==> config.mk <==
export PLATFORM = sky130hd
export DESIGN_NAME = edge_evt_sched
export DESIGN_NICKNAME = d
export VERILOG_FILES = /design/src/rtl/edge_evt_sched.sv
export SDC_FILE = /design/constraint.sdc
export NUM_CORES = 1
export LEC_CHECK = 0
export ABC_CLOCK_PERIOD_IN_PS = 6200
export BUFFER_PORTS_ARGS = -buffer_cell sky130_fd_sc_hd__buf_2
export CAP_MARGIN = 20
export CORE_ASPECT_RATIO = 1.5
export CORE_MARGIN = 2
export CORE_UTILIZATION = 40
export CTS_CLUSTER_DIAMETER = 150
export CTS_CLUSTER_SIZE = 16
export DETAILED_ROUTE_END_ITERATION = 8
export PLACE_DENSITY = 0.66
export SKIP_CTS_REPAIR_TIMING = 1
export SLEW_MARGIN = 25
export SYNTH_ARGS = -nofsm -noshare
export SYNTH_HDL_FRONTEND = slang
export SYNTH_SLANG_ARGS = --single-unit
export TNS_END_PERCENT = 50
==> constraint.sdc <==
create_clock -name Clk -period 6.2 [get_ports Clk]
set_clock_uncertainty 0.15 [all_clocks]
set_input_delay 0.31 -clock Clk [delete_from_list [all_inputs] [get_ports Clk]]
set_output_delay 0.31 -clock Clk [all_outputs]
set_load 0.01 [all_outputs]
==> src/rtl/edge_evt_sched.sv <==
// Multi-channel edge event scheduler: per-channel synchronizer and rising-edge
// detect, saturating pending counters, round-robin serialisation onto one valid/ready port.
//   state | meaning
//   EMPTY | no event presented
//   FULL  | event presented on evt_ch, waiting for evt_ready
module edge_evt_sched #(
  parameter int N     = 4,
  parameter int IDX_W = 2,
  parameter int CNT_W = 4
) (
  input  logic             Clk,
  input  logic             Rst,
  input  logic [N-1:0]     ain,
  input  logic [N-1:0]     en,
  input  logic             evt_ready,
  output logic             evt_valid,
  output logic [IDX_W-1:0] evt_ch,
  output logic             pend_any,
  input  logic             ovf_clr,
  output logic [N-1:0]     ovf
);

  typedef enum logic {EMPTY, FULL} state_t;

  localparam logic [CNT_W-1:0] CNT_MAX = '1;

  state_t             state_q, state_d;
  logic [N-1:0]       d1, d2, d3;
  logic [N-1:0]       edge_det, inc, dec, elig, ovf_set;
  logic [CNT_W-1:0]   cnt_q [N];
  logic [IDX_W-1:0]   last_q, evt_ch_q, winner;
  logic               found, load;
  logic [N-1:0]       ovf_q;

  // Synchronizer keeps running through reset so a steady level is flushed by release.
  always_ff @(posedge Clk) begin
    d1 <= ain;
    d2 <= d1;
    d3 <= d2;
  end

  assign edge_det = d2 & ~d3;
  assign inc      = edge_det & en & {N{~Rst}};

  always_comb begin
    for (int i = 0; i < N; i++) begin
      elig[i]    = (cnt_q[i] != '0) && en[i];
      dec[i]     = load && (winner == IDX_W'(i));
      ovf_set[i] = inc[i] && !dec[i] && (cnt_q[i] == CNT_MAX);
    end
  end

  // Round-robin search starting just after the last granted channel.
  always_comb begin
    found  = 1'b0;
    winner = '0;
    for (int k = 1; k <= N; k++) begin
      if (!found && elig[(int'(last_q) + k) % N]) begin
        found  = 1'b1;
        winner = IDX_W'((int'(last_q) + k) % N);
      end
    end
  end

  always_comb begin
    state_d = state_q;
    load    = 1'b0;
    case (state_q)
      EMPTY: begin
        if (found) begin
          load    = 1'b1;
          state_d = FULL;
        end
      end
      FULL: begin
        if (evt_ready) begin
          if (found) load = 1'b1;
          else state_d = EMPTY;
        end
      end
      default: state_d = EMPTY;
    endcase
  end

  always_ff @(posedge Clk) begin
    if (Rst) begin
      state_q  <= EMPTY;
      evt_ch_q <= '0;
      last_q   <= IDX_W'(N - 1);
    end else begin
      state_q <= state_d;
      if (load) begin
        evt_ch_q <= winner;
        last_q   <= winner;
      end
    end
  end

  always_ff @(posedge Clk) begin
    if (Rst) begin
      for (int i = 0; i < N; i++) cnt_q[i] <= '0;
      ovf_q <= '0;
    end else begin
      for (int i = 0; i < N; i++) begin
        if (inc[i] && !dec[i] && (cnt_q[i] != CNT_MAX)) cnt_q[i] <= cnt_q[i] + 1'b1;
        else if (dec[i] && !inc[i]) cnt_q[i] <= cnt_q[i] - 1'b1;
      end
      ovf_q <= (ovf_q & ~{N{ovf_clr}}) | ovf_set;
    end
  end

  assign evt_valid = (state_q == FULL);
  assign evt_ch    = evt_ch_q;
  assign pend_any  = |elig;
  assign ovf       = ovf_q;

endmodule

==> results of run 1 <==
## kinds of logic (layout without fill, tap and decap cells)
kind of cell	Yosys count	count (layout)	share of synthesized area
simple gates	61	61	0.182
compound gates	47	47	0.174
flops	37	37	0.474
buf+inv	18	44	0.0375
fa+ha+maj	11	11	0.0842
xor+xnor	6	6	0.0276
mux	4	4	0.0211
## layer usage
layer / track usage / vias up / wire length, um
li1: - / 722 / -
met1: 0.167 / 699 / 1540
met2: 0.292 / 21 / 2040
met3: 0.0351 / 5 / 111
met4: 0.0667 / 0 / 68
met5: 0 / - / 0
## through the flow
step                utilization  hold slack [ns]  area [um^2]  instances  total power, mW
detailed placement        0.452            0.162         2050        262            0.462
floorplan                     -            0.160         1900        184            0.425
global placement          0.452            0.162         2050        262            0.457
CTS                       0.470          -0.0382         2140        270            0.618
finish                    0.479            0.166         2180        274            0.616
global route              0.479            0.166         2180        274            0.655
## final cells by class
| class | count | area share |
|---|---|---|
| clock buffer | 5 | 0.0316 |
| sequential | 37 | 0.414 |
| clock inverter | 3 | 0.00575 |
| timing repair buffer | 23 | 0.0621 |
| multi-input combinational | 129 | 0.427 |
| tap | 64 | 0.0368 |
| inverter | 13 | 0.0224 |
## cells in the mapped netlist, drive strengths merged (4+ instances only)
master / instances
a21oi: 18
dfxtp: 21
edfxtp: 16
ha: 8
inv: 13
mux2i: 4
nand2: 12
nand2b: 5
nand3: 5
nand3b: 6
nand4: 4
nor2: 9
nor2b: 5
nor4bb: 4
o211ai: 7
o21ai: 5
## critical path, cell delays in order, from the launching register on
cell and delay (ns):
sky130_fd_sc_hd__edfxtp_1 0.44, sky130_fd_sc_hd__inv_1 0.09, sky130_fd_sc_hd__ha_1 0.19, sky130_fd_sc_hd__or3b_1 0.41, sky130_fd_sc_hd__nand3_1 0.14, sky130_fd_sc_hd__o22ai_1 0.14, sky130_fd_sc_hd__or2_0 0.37, sky130_fd_sc_hd__or4_1 0.61
sky130_fd_sc_hd__inv_2 0.11, sky130_fd_sc_hd__ha_1 0.23, sky130_fd_sc_hd__a21o_1 0.17, sky130_fd_sc_hd__a21oi_1 0.17, sky130_fd_sc_hd__xnor2_1 0.15, sky130_fd_sc_hd__mux2i_1 0.09
## path summary, 6_finish.rpt
check	startpoint	end	slack (ns)
worst max-delay path	cnt_q[3][0]	cnt_q[0][3]	2.49
worst max register to register	cnt_q[3][0]	cnt_q[0][3]	2.49
worst min-delay path	ovf_clr	ovf[2]	0.17
worst min register to register	d1[1]	d2[1]	0.18
## report_power, final
part | leakage, nW | switching (mW) | internal (mW)
registers | 0.343 | 0.0268 | 0.286
clock network | 0.0430 | 0.0818 | 0.0756
logic | 0.512 | 0.0824 | 0.0631
total | 0.897 | 0.191 | 0.425
## state kept, by name, summed over array words and instances, names as in the netlist
name	flops
evt_valid	1
ovf	4
d1	4
d2	4
d3	4
last_q	2
evt_ch	2
cnt_q	16
==> impl_summary.txt, run 1 <==
----------------------------------------------------
[Timing]
  Fin. Hold Viols ... 0
  Number of endpoints failing setup at the final stage ... 0
  Setup repair after global routing missed its margin ... false
  Minimum clock period ... 3.71 ns
  Worst slew margin ... 0.406
  Least setup slack across all paths after layout ... 2.49 ns
  Setup Total Neg Slack ... 0 ns
  F_max ... 0.269 GHz
  Pin slew with the least headroom to its limit ... 0.878 ns
  Period utilization ... 0.599
  Max-slew violation count ... 0

[Power]
  Total power divided by cell area ... 283 mW/mm^2
  Static leakage power ... 0.897 nW
  Max VDD drop ... 163 uV

[Die]
  Die Outline Area ... 0.00533 mm^2
  Initial core utilization ... 0.419
  Die Ht ... 88.5 um
  Die X ... 60.3 um
  Row count ... 30
  Total core area ... 0.00454 mm^2
  Num ports ... 20

[Setup path]
  Startpoint type of the worst setup path ... flop
  Kind of critical path ... reg2reg
  Setup crit end kind ... flop
  Required time worst endpoint ... 6.08 ns
  Data arrival time of the worst path ... 3.59 ns
  Top fanout value on the critical path ... 7
  Worst Reg2Reg Path Length in Cells ... 13

[Finish]
  Fraction of layout instances using a drive strength above 1 ... 0.148
  Most common cell after layout, fill and taps aside ... sky130_fd_sc_hd__dfxtp_1
  Synthesis-to-finish area growth ... 14.4%
  Highest-count cells in the layout ignoring fill and taps ... sky130_fd_sc_hd__dfxtp_1 (21), sky130_fd_sc_hd__buf_2 (19), sky130_fd_sc_hd__a21oi_1 (17), sky130_fd_sc_hd__edfxtp_1 (16), sky130_fd_sc_hd__nand2_1 (12)
  Filler cell count ... 445
  Footprint of the multi-input gates ... 930 um^2
  Number of antenna cells inserted ... 0
  Sequential standard cell area ... 901 um^2
  Total number of nets in the final design ... 232

[Synth]
  Post-Syn Instances ... 184
  Top-area cell type share of the netlist area ... 0.253
  Ranking of synthesized cells by area ... sky130_fd_sc_hd__edfxtp_1 (25%), sky130_fd_sc_hd__dfxtp_1 (22%), sky130_fd_sc_hd__ha_1 (5.3%)
  Post-synthesis net count ... 207
  Netlist area before placement ... 0.00190 mm^2
  Syn. warnings ... 0
  Mean instance size in the synthesized netlist ... 10.3 um^2
  FFs w/ async S/R, synth ... 0
  Synthesized flop and latch total ... 37
  Fraction of the yosys area taken by sequential cells ... 0.474
  Cell taking the most area after synthesis ... sky130_fd_sc_hd__edfxtp_1
  Distinct cell type count of the synthesized netlist ... 43
  Commonest register cell after synthesis ... sky130_fd_sc_hd__dfxtp_1
  Number of synthesized flops with an enable pin ... 16

[CTS]
  Number of CTS-inserted buffers ... 5
  Clock insertion delay at the later pin of the skew report ... 0.29 ns
  Clock transition at the register clock pins on the worst setup and hold paths after CTS ... 0.07 ns
  Count of H-tree levels built during CTS ... 2
  Maximum clock path buffer count ... 2
  CTS tree ... done
  Root Buffer Master ... sky130_fd_sc_hd__clkbuf_8
  # clock sinks ... 37

[Detailed routing]
  Remaining antenna violation count ... 0
  Detailed-route DRC error count ... 0
  DRT Wirelength ... 3.76 mm
  Number of vias per cell after detailed routing ... 5.28
  Iteration-0 DRC Markers ... 58
  Post-DR wirelength/cell ... 13.7 um
  Via count of the routed design ... 1447
  First drt pass iteration count ... 4

[Global routing]
  GRT Util Overall ... 0.158
  Global-route wire length before repair ... 6.16 mm
  Initial antenna violation count ... 0
  Pin count of the biggest net entering global routing ... 22
  Total congestion overflow after global routing ... 0
  Via count of the first global-routing pass ... 1333

[Min path]
  Number of stages on the worst hold path ... 3
  Kind of path behind the tightest hold check ... in2reg

[Placement]
  Pre-CTS setup slack ... 2.49 ns
  Number of port buffers ... 19
  Routability cong. ... 0.829
  Placed wire-length estimate after detailed placement ... 2.94 mm

[Job]
  Max-cap viol count ... 0

[Run status]
  Outcome ... finished clean

----------------------------------------------------
Note: power is estimated with default switching activity, not from simulation.
==> run 2, diff against run 1 <==
ABC_CLOCK_PERIOD_IN_PS = 3700   (was 6200)
clock period = 3.7 ns   (was 6.2 ns; I/O delays follow)
==> run 2 against run 1 <==
  * Non-clock buffer count grew 5
  * Critical endpoint unchanged
  * Cell count up 1.8%
  * Hold slack got worse by 0.12 ns
==> impl_summary.txt, run 2 (synthesized netlist as in run 1, its figures left out) <==
----------------------------------------------------
[Global routing]
  Total congestion overflow after global routing ... 0 (unchanged)
  Via count of the first global-routing pass ... 1363 (+2.3%)
  GRT Util Overall ... 0.156 (-0.00198)
  Pin count of the biggest net entering global routing ... 22 (unchanged)
  Initial antenna violation count ... 0 (unchanged)
  Global-route wire length before repair ... 6.18 mm (+0.34%)

[CTS]
  Clock transition at the register clock pins on the worst setup and hold paths after CTS ... 0.07 ns (about the same)
  Count of H-tree levels built during CTS ... 2 (unchanged)
  Root Buffer Master ... sky130_fd_sc_hd__clkbuf_8
  # clock sinks ... 37 (unchanged)
  CTS tree ... done
  Maximum clock path buffer count ... 2 (unchanged)
  Number of CTS-inserted buffers ... 5 (unchanged)
  Clock insertion delay at the later pin of the skew report ... 0.29 ns (about the same)

[Placement]
  Routability cong. ... 0.850 (+2.5%)
  Instance count after placement with tap cells included ... 266 (+1.5%)
  Number of port buffers ... 19 (unchanged)
  Pre-CTS setup slack ... 0.106 ns (-2.38 ns)
  Cell area after placement ... 0.00208 mm^2 (+1.5%)
  Placed wire-length estimate after detailed placement ... 2.89 mm (-2.0%)

[Detailed routing]
  Met2 wirelength from detailed routing ... 2.01 mm (-1.7%)
  First drt pass iteration count ... 4 (unchanged)
  Post-DR wirelength/cell ... 13.6 um (-0.85%)
  Remaining antenna violation count ... 0 (unchanged)
  Via count of the routed design ... 1439 (-0.55%)
  Number of vias per cell after detailed routing ... 5.16 (-2.3%)
  Met1 wire length ... 1.55 mm (+0.59%)
  Detailed-route DRC error count ... 0 (unchanged)
  Highest Signal Layer ... met4
  DRT Wirelength ... 3.79 mm (+0.96%)
  Iteration-0 DRC Markers ... 46 (-21%)
  Length of routed met3 wiring ... 163 um (+47%)

[Setup path]
  Kind of critical path ... reg2reg
  Top fanout value on the critical path ... 5 (-2)
  Startpoint type of the worst setup path ... flop
  Largest stage delay on the critical path ... 0.52 ns (-0.09 ns)
  Required time worst endpoint ... 3.57 ns (-2.51 ns)
  CP cell instances ... inv_1, ha_1, or3b_4, a21oi_1, o21bai_1, nand2_1, or4_1, inv_2, ha_1, a21o_1, a21oi_1, xnor2_1, mux2i_1
  Kind of cell adding the most delay to the critical path ... simple AND/OR/NAND/NOR gates
  Worst path buffer plus inverter count ... 2 (unchanged)
  Setup crit end kind ... flop
  Data arrival time of the worst path ... 3.32 ns (-0.27 ns)
  Highest-delay cell along the critical path ... sky130_fd_sc_hd__or4_1

[Timing]
  Least setup slack across all paths after layout ... 0.249 ns (-2.24 ns)
  Worst slew margin ... 0.368 (-0.0382)
  Setup repair after global routing missed its margin ... false
  Fin. Hold Viols ... 0 (unchanged)
  Final Hold Slack ... 0.0458 ns (-0.120 ns)
  F_max ... 0.290 GHz (+7.6%)
  Minimum clock period ... 3.45 ns (-0.263 ns)
  Setup Total Neg Slack ... 0 ns (unchanged)
  Pin slew with the least headroom to its limit ... 0.935 ns (+0.0565 ns)
  Max-slew violation count ... 0 (unchanged)
  Period utilization ... 0.933 (+0.334)
  Number of endpoints failing setup at the final stage ... 0 (unchanged)

[Finish]
  Highest-count cells in the layout ignoring fill and taps ... sky130_fd_sc_hd__dfxtp_1 (21), sky130_fd_sc_hd__buf_2 (19), sky130_fd_sc_hd__a21oi_1 (17), sky130_fd_sc_hd__edfxtp_1 (16), sky130_fd_sc_hd__nand2_1 (12)
  Footprint of the multi-input gates ... 945 um^2 (+1.6%)
  Most common cell after layout, fill and taps aside ... sky130_fd_sc_hd__dfxtp_1
  Total number of nets in the final design ... 237 (+2.2%)
  Number of antenna cells inserted ... 0 (unchanged)
  Synthesis-to-finish area growth ... 17.6%
  Filler cell count ... 422 (-5.2%)
  End-of-flow core utilization ... 0.493 (+0.0135)
  Register with the most flip-flops ... cnt_q
  Fraction of layout instances using a drive strength above 1 ... 0.172 (+0.0245)
  Post-route cell area ... 0.00224 mm^2 (+2.8%)
  Number of standard cells in the final layout excluding fillers ... 279 (+1.8%)
  Max reg flops ... 16 (unchanged)
  Sequential standard cell area ... 901 um^2 (unchanged)

[Die]
  Die X ... 60.3 um (unchanged)
  Total core area ... 0.00454 mm^2 (unchanged)
  Row count ... 30 (unchanged)
  Num ports ... 20 (unchanged)
  Die Outline Area ... 0.00533 mm^2 (unchanged)
  Die Ht ... 88.5 um (unchanged)
  Initial core utilization ... 0.419 (unchanged)

[Run status]
  Outcome ... finished clean

[Job]
  Max-cap viol count ... 0 (unchanged)

[Power]
  Total power of the final layout ... 1.07 mW (+74%)
  Total power divided by cell area ... 480 mW/mm^2 (+70%)
  Static leakage power ... 0.926 nW (+3.2%)
  Max VDD drop ... 256 uV (+57%)

[Min path]
  Kind of path behind the tightest hold check ... in2reg

----------------------------------------------------
run 2: layer usage:
| metal | up-vias | global-route usage |
|---|---|---|
| li1 | 733 | - |
| met1 | 666 | 0.176 |
| met3 | 8 | 0.0409 |
| met5 | - | 0 |
| met4 | 0 | 0.0727 |
| met2 | 32 | 0.270 |
run 2: worst reg2reg max path: cells and delay by family (launching register included):
kind / cells / cell delay [ns]
and+or+nand+nor: 3 / 1.06
xor gates and xnor gates: 1 / 0.15
adders and majority gates: 2 / 0.41
muxes: 1 / 0.09
DFF: 1 / 0.44
buffers and inverters: 2 / 0.17
AOI/OAI and AO/OA: 4 / 0.72
run 2: path summary, 6_finish.rpt:
kind              depth (start not counted)     endpoint   startpoint  slack (ns)
setup / recovery                         13  cnt_q[0][3]  cnt_q[3][0]        0.25
hold / removal                            3       ovf[3]      ovf_clr        0.05
setup reg to reg                         13  cnt_q[0][3]  cnt_q[3][0]        0.25
hold reg to reg                           0        d2[2]        d1[2]        0.18
run 2: power breakdown:
| group | switching (mW) | internal (mW) | total, mW |
|---|---|---|---|
| Sequential | 0.0436 | 0.479 | 0.523 |
| Clock | 0.134 | 0.152 | 0.286 |
| Combinational | 0.145 | 0.120 | 0.265 |
| Total | 0.322 | 0.751 | 1.07 |
run 2: cell type report:
cell class	instances	share of cell area
Multi-Input combinational cell	129	0.422
Sequential cell	37	0.403
Timing Repair Buffer	28	0.0772
Clock buffer	8	0.0403
Tap cell	64	0.0358
Inverter	13	0.0218
==> run 3, diff against run 2 <==
--- a/config.mk
+++ b/config.mk
@@ -12,3 +12,3 @@
 export CORE_MARGIN = 2
-export CORE_UTILIZATION = 40
+export CORE_UTILIZATION = 25
 export CTS_CLUSTER_DIAMETER = 150
@@ -16,3 +16,4 @@
 export DETAILED_ROUTE_END_ITERATION = 8
-export PLACE_DENSITY = 0.66
+export HOLD_SLACK_MARGIN = 0.05
+export PLACE_DENSITY = 0.49
 export SKIP_CTS_REPAIR_TIMING = 1
==> constraint.sdc (replaced) <==
create_clock -name Clk -period 3.7 [get_ports Clk]
set_clock_uncertainty 0.15 [all_clocks]
set_input_delay 0.74 -clock Clk [delete_from_list [all_inputs] [get_ports Clk]]
set_output_delay 0.74 -clock Clk [all_outputs]
set_load 0.01 [all_outputs]
==> run 3 against run 2 <==
  * Clock power grew 43%
  * Sequential power barely moved
  * Sequential share of layout area decreased by 1.5 points
  * Setup slack worse by 0.014 ns
  * Combinational power is essentially flat
  * Die area is 56% higher
  * Cell count is 13% higher
  * Maximum frequency down 0.40%
  * Wire length increased by 6.1%
  * Highest routed layer unchanged
==> impl_summary.txt, run 3 (synthesized netlist as in run 1, its figures left out) <==
----------------------------------------------------
[Run status]
  Outcome ... finished clean

[Timing]
  Fin. Hold Viols ... 0 (unchanged)
  Minimum clock period ... 3.46 ns (+0.0139 ns)
  Worst slew margin ... 0.588 (+0.220)
  Least setup slack across all paths after layout ... 0.235 ns (-0.0139 ns)
  Period utilization ... 0.936 (+0.00377)
  Setup repair after global routing missed its margin ... false
  Number of endpoints failing setup at the final stage ... 0 (unchanged)
  Setup Total Neg Slack ... 0 ns (unchanged)
  Pin slew with the least headroom to its limit ... 0.610 ns (-0.325 ns)
  Max-slew violation count ... 0 (unchanged)
  F_max ... 0.289 GHz (-0.40%)

[Power]
  Int Pwr ... 0.863 mW (+15%)
  Max VDD drop ... 308 uV (+20%)
  Net Sw Frac ... 0.280 (-0.0206)
  Total power divided by cell area ... 516 mW/mm^2 (+7.5%)
  Comb pwr share ... 0.222 (-0.025)
  Switching pwr ... 0.335 mW (+4.0%)
  Static leakage power ... 0.949 nW (+2.5%)
  Total power of the final layout ... 1.20 mW (+12%)
  Clock network fraction of total power ... 0.342 (+0.076)
  Register share of total power ... 0.436 (-0.051)

[Global routing]
  Total congestion overflow after global routing ... 0 (unchanged)
  Pin count of the biggest net entering global routing ... 16 (-27%)
  Via count of the first global-routing pass ... 1475 (+8.2%)
  GRT Util Overall ... 0.107 (-0.0493)
  Initial antenna violation count ... 0 (unchanged)
  Global-route wire length before repair ... 6.83 mm (+10%)

[CTS]
  Clock transition at the register clock pins on the worst setup and hold paths after CTS ... 0.05 ns (-0.02 ns)
  Root Buffer Master ... sky130_fd_sc_hd__clkbuf_16
  Clock insertion delay at the later pin of the skew report ... 0.28 ns (about the same)
  Maximum clock path buffer count ... 2 (unchanged)
  Number of CTS-inserted buffers ... 5 (unchanged)
  Count of H-tree levels built during CTS ... 2 (unchanged)
  # clock sinks ... 37 (unchanged)
  CTS tree ... done

[Min path]
  Hold Crit Start ... d1[0]
  Kind of path behind the tightest hold check ... reg2reg

[Die]
  Num ports ... 20 (unchanged)
  Total core area ... 0.00751 mm^2 (+65%)
  Die Outline Area ... 0.00834 mm^2 (+56%)
  Initial core utilization ... 0.253 (-0.166)
  Row count ... 39 (+30%)
  Die Ht ... 111 um (+25%)
  Die X ... 75.2 um (+25%)

[Detailed routing]
  Via count of the routed design ... 1481 (+2.9%)
  Detailed-route DRC error count ... 0 (unchanged)
  Post-DR wirelength/cell ... 12.8 um (-6.0%)
  Number of vias per cell after detailed routing ... 4.70 (-8.8%)
  Remaining antenna violation count ... 0 (unchanged)
  First drt pass iteration count ... 4 (unchanged)
  DRT Wirelength ... 4.02 mm (+6.1%)
  Iteration-0 DRC Markers ... 67 (+46%)

[Placement]
  Placed wire-length estimate after detailed placement ... 3.13 mm (+8.4%)
  Cell area after placement ... 0.00216 mm^2 (+3.7%)
  Routability cong. ... 0.810 (-4.7%)
  Number of port buffers ... 19 (unchanged)
  Pre-CTS setup slack ... 0.188 ns (+0.0826 ns)

[Finish]
  Filler cell count ... 806 (+91%)
  Fraction of layout instances using a drive strength above 1 ... 0.192 (+0.0204)
  Number of antenna cells inserted ... 0 (unchanged)
  Register with the most flip-flops ... cnt_q
  Post-route cell area ... 0.00232 mm^2 (+3.8%)
  Highest-count cells in the layout ignoring fill and taps ... sky130_fd_sc_hd__dfxtp_1 (21), sky130_fd_sc_hd__buf_2 (19), sky130_fd_sc_hd__a21oi_1 (17), sky130_fd_sc_hd__edfxtp_1 (16), sky130_fd_sc_hd__nand2_1 (12)
  End-of-flow core utilization ... 0.309 (-0.184)
  Footprint of the multi-input gates ... 947 um^2 (+0.26%)
  Most common cell after layout, fill and taps aside ... sky130_fd_sc_hd__dfxtp_1
  Total number of nets in the final design ... 236 (-0.42%)
  Synthesis-to-finish area growth ... 22.1%
  Sequential standard cell area ... 901 um^2 (unchanged)
  Max reg flops ... 16 (unchanged)

[Setup path]
  Beginning of the critical path ... cnt_q[3][0]
  Setup crit end kind ... flop
  R2r startpoint ... cnt_q[3][0]
  Startpoint type of the worst setup path ... flop
  Data arrival time of the worst path ... 3.32 ns (about the same)
  Required time worst endpoint ... 3.56 ns (about the same)
  Kind of critical path ... reg2reg
  Top fanout value on the critical path ... 5 (unchanged)

[Job]
  Max-cap viol count ... 0 (unchanged)

----------------------------------------------------
## run 3: cell type report
cell class | instances | share of cell area
flip-flops and latches | 37 | 0.388
multi-input cells | 129 | 0.408
repair buffers | 27 | 0.0668
clock buffers | 7 | 0.0614
inverters | 13 | 0.0210
well taps | 102 | 0.0550
## run 3: layer usage
layer / share of wire / vias to the layer above / track usage
li1: - / 734 / -
met1: 0.40 / 703 / 0.119
met2: 0.53 / 34 / 0.180
met3: 0.033 / 10 / 0.0227
met4: 0.039 / 0 / 0.0632
met5: 0 / - / 0
## run 3: through the flow
| stage | hold WS, ns | instances |
|---|---|---|
| finish | 0.174 | 315 |
| global route | 0.181 | 315 |
| CTS | 0.176 | 315 |
| detailed placement | 0.164 | 308 |
| global placement | 0.160 | 308 |
| floorplan | 0.160 | 184 |
## run 3: critical path: stages, from the launching register on
cell	delay (ns)
sky130_fd_sc_hd__edfxtp_1	0.44
sky130_fd_sc_hd__inv_1	0.09
sky130_fd_sc_hd__ha_1	0.19
sky130_fd_sc_hd__or3b_4	0.42
sky130_fd_sc_hd__a21oi_1	0.19
sky130_fd_sc_hd__o21bai_1	0.18
sky130_fd_sc_hd__nand2_1	0.13
sky130_fd_sc_hd__or4_1	0.52
sky130_fd_sc_hd__inv_2	0.08
sky130_fd_sc_hd__ha_1	0.22
sky130_fd_sc_hd__a21o_1	0.18
sky130_fd_sc_hd__a21oi_1	0.17
sky130_fd_sc_hd__xnor2_1	0.15
sky130_fd_sc_hd__mux2i_1	0.10
## run 3: path summary, 6_finish.rpt
kind / to / slack [ns] / depth (start not counted)
worst min-delay path: d2[0] / 0.17 / 0
worst max register to register: cnt_q[0][3] / 0.24 / 13
worst min register to register: d2[0] / 0.17 / 0
worst max-delay path: cnt_q[0][3] / 0.24 / 13
## run 3: power groups by stage
stage	combinational (mW)	clock, mW	sequential, mW
2_1_floorplan	0.191	0	0.521
3_3_place_gp	0.255	0	0.531
3_5_place_dp	0.260	0	0.530
4_1_cts	0.261	0.422	0.522
5_1_grt	0.302	0.437	0.531
6_report	0.266	0.410	0.522
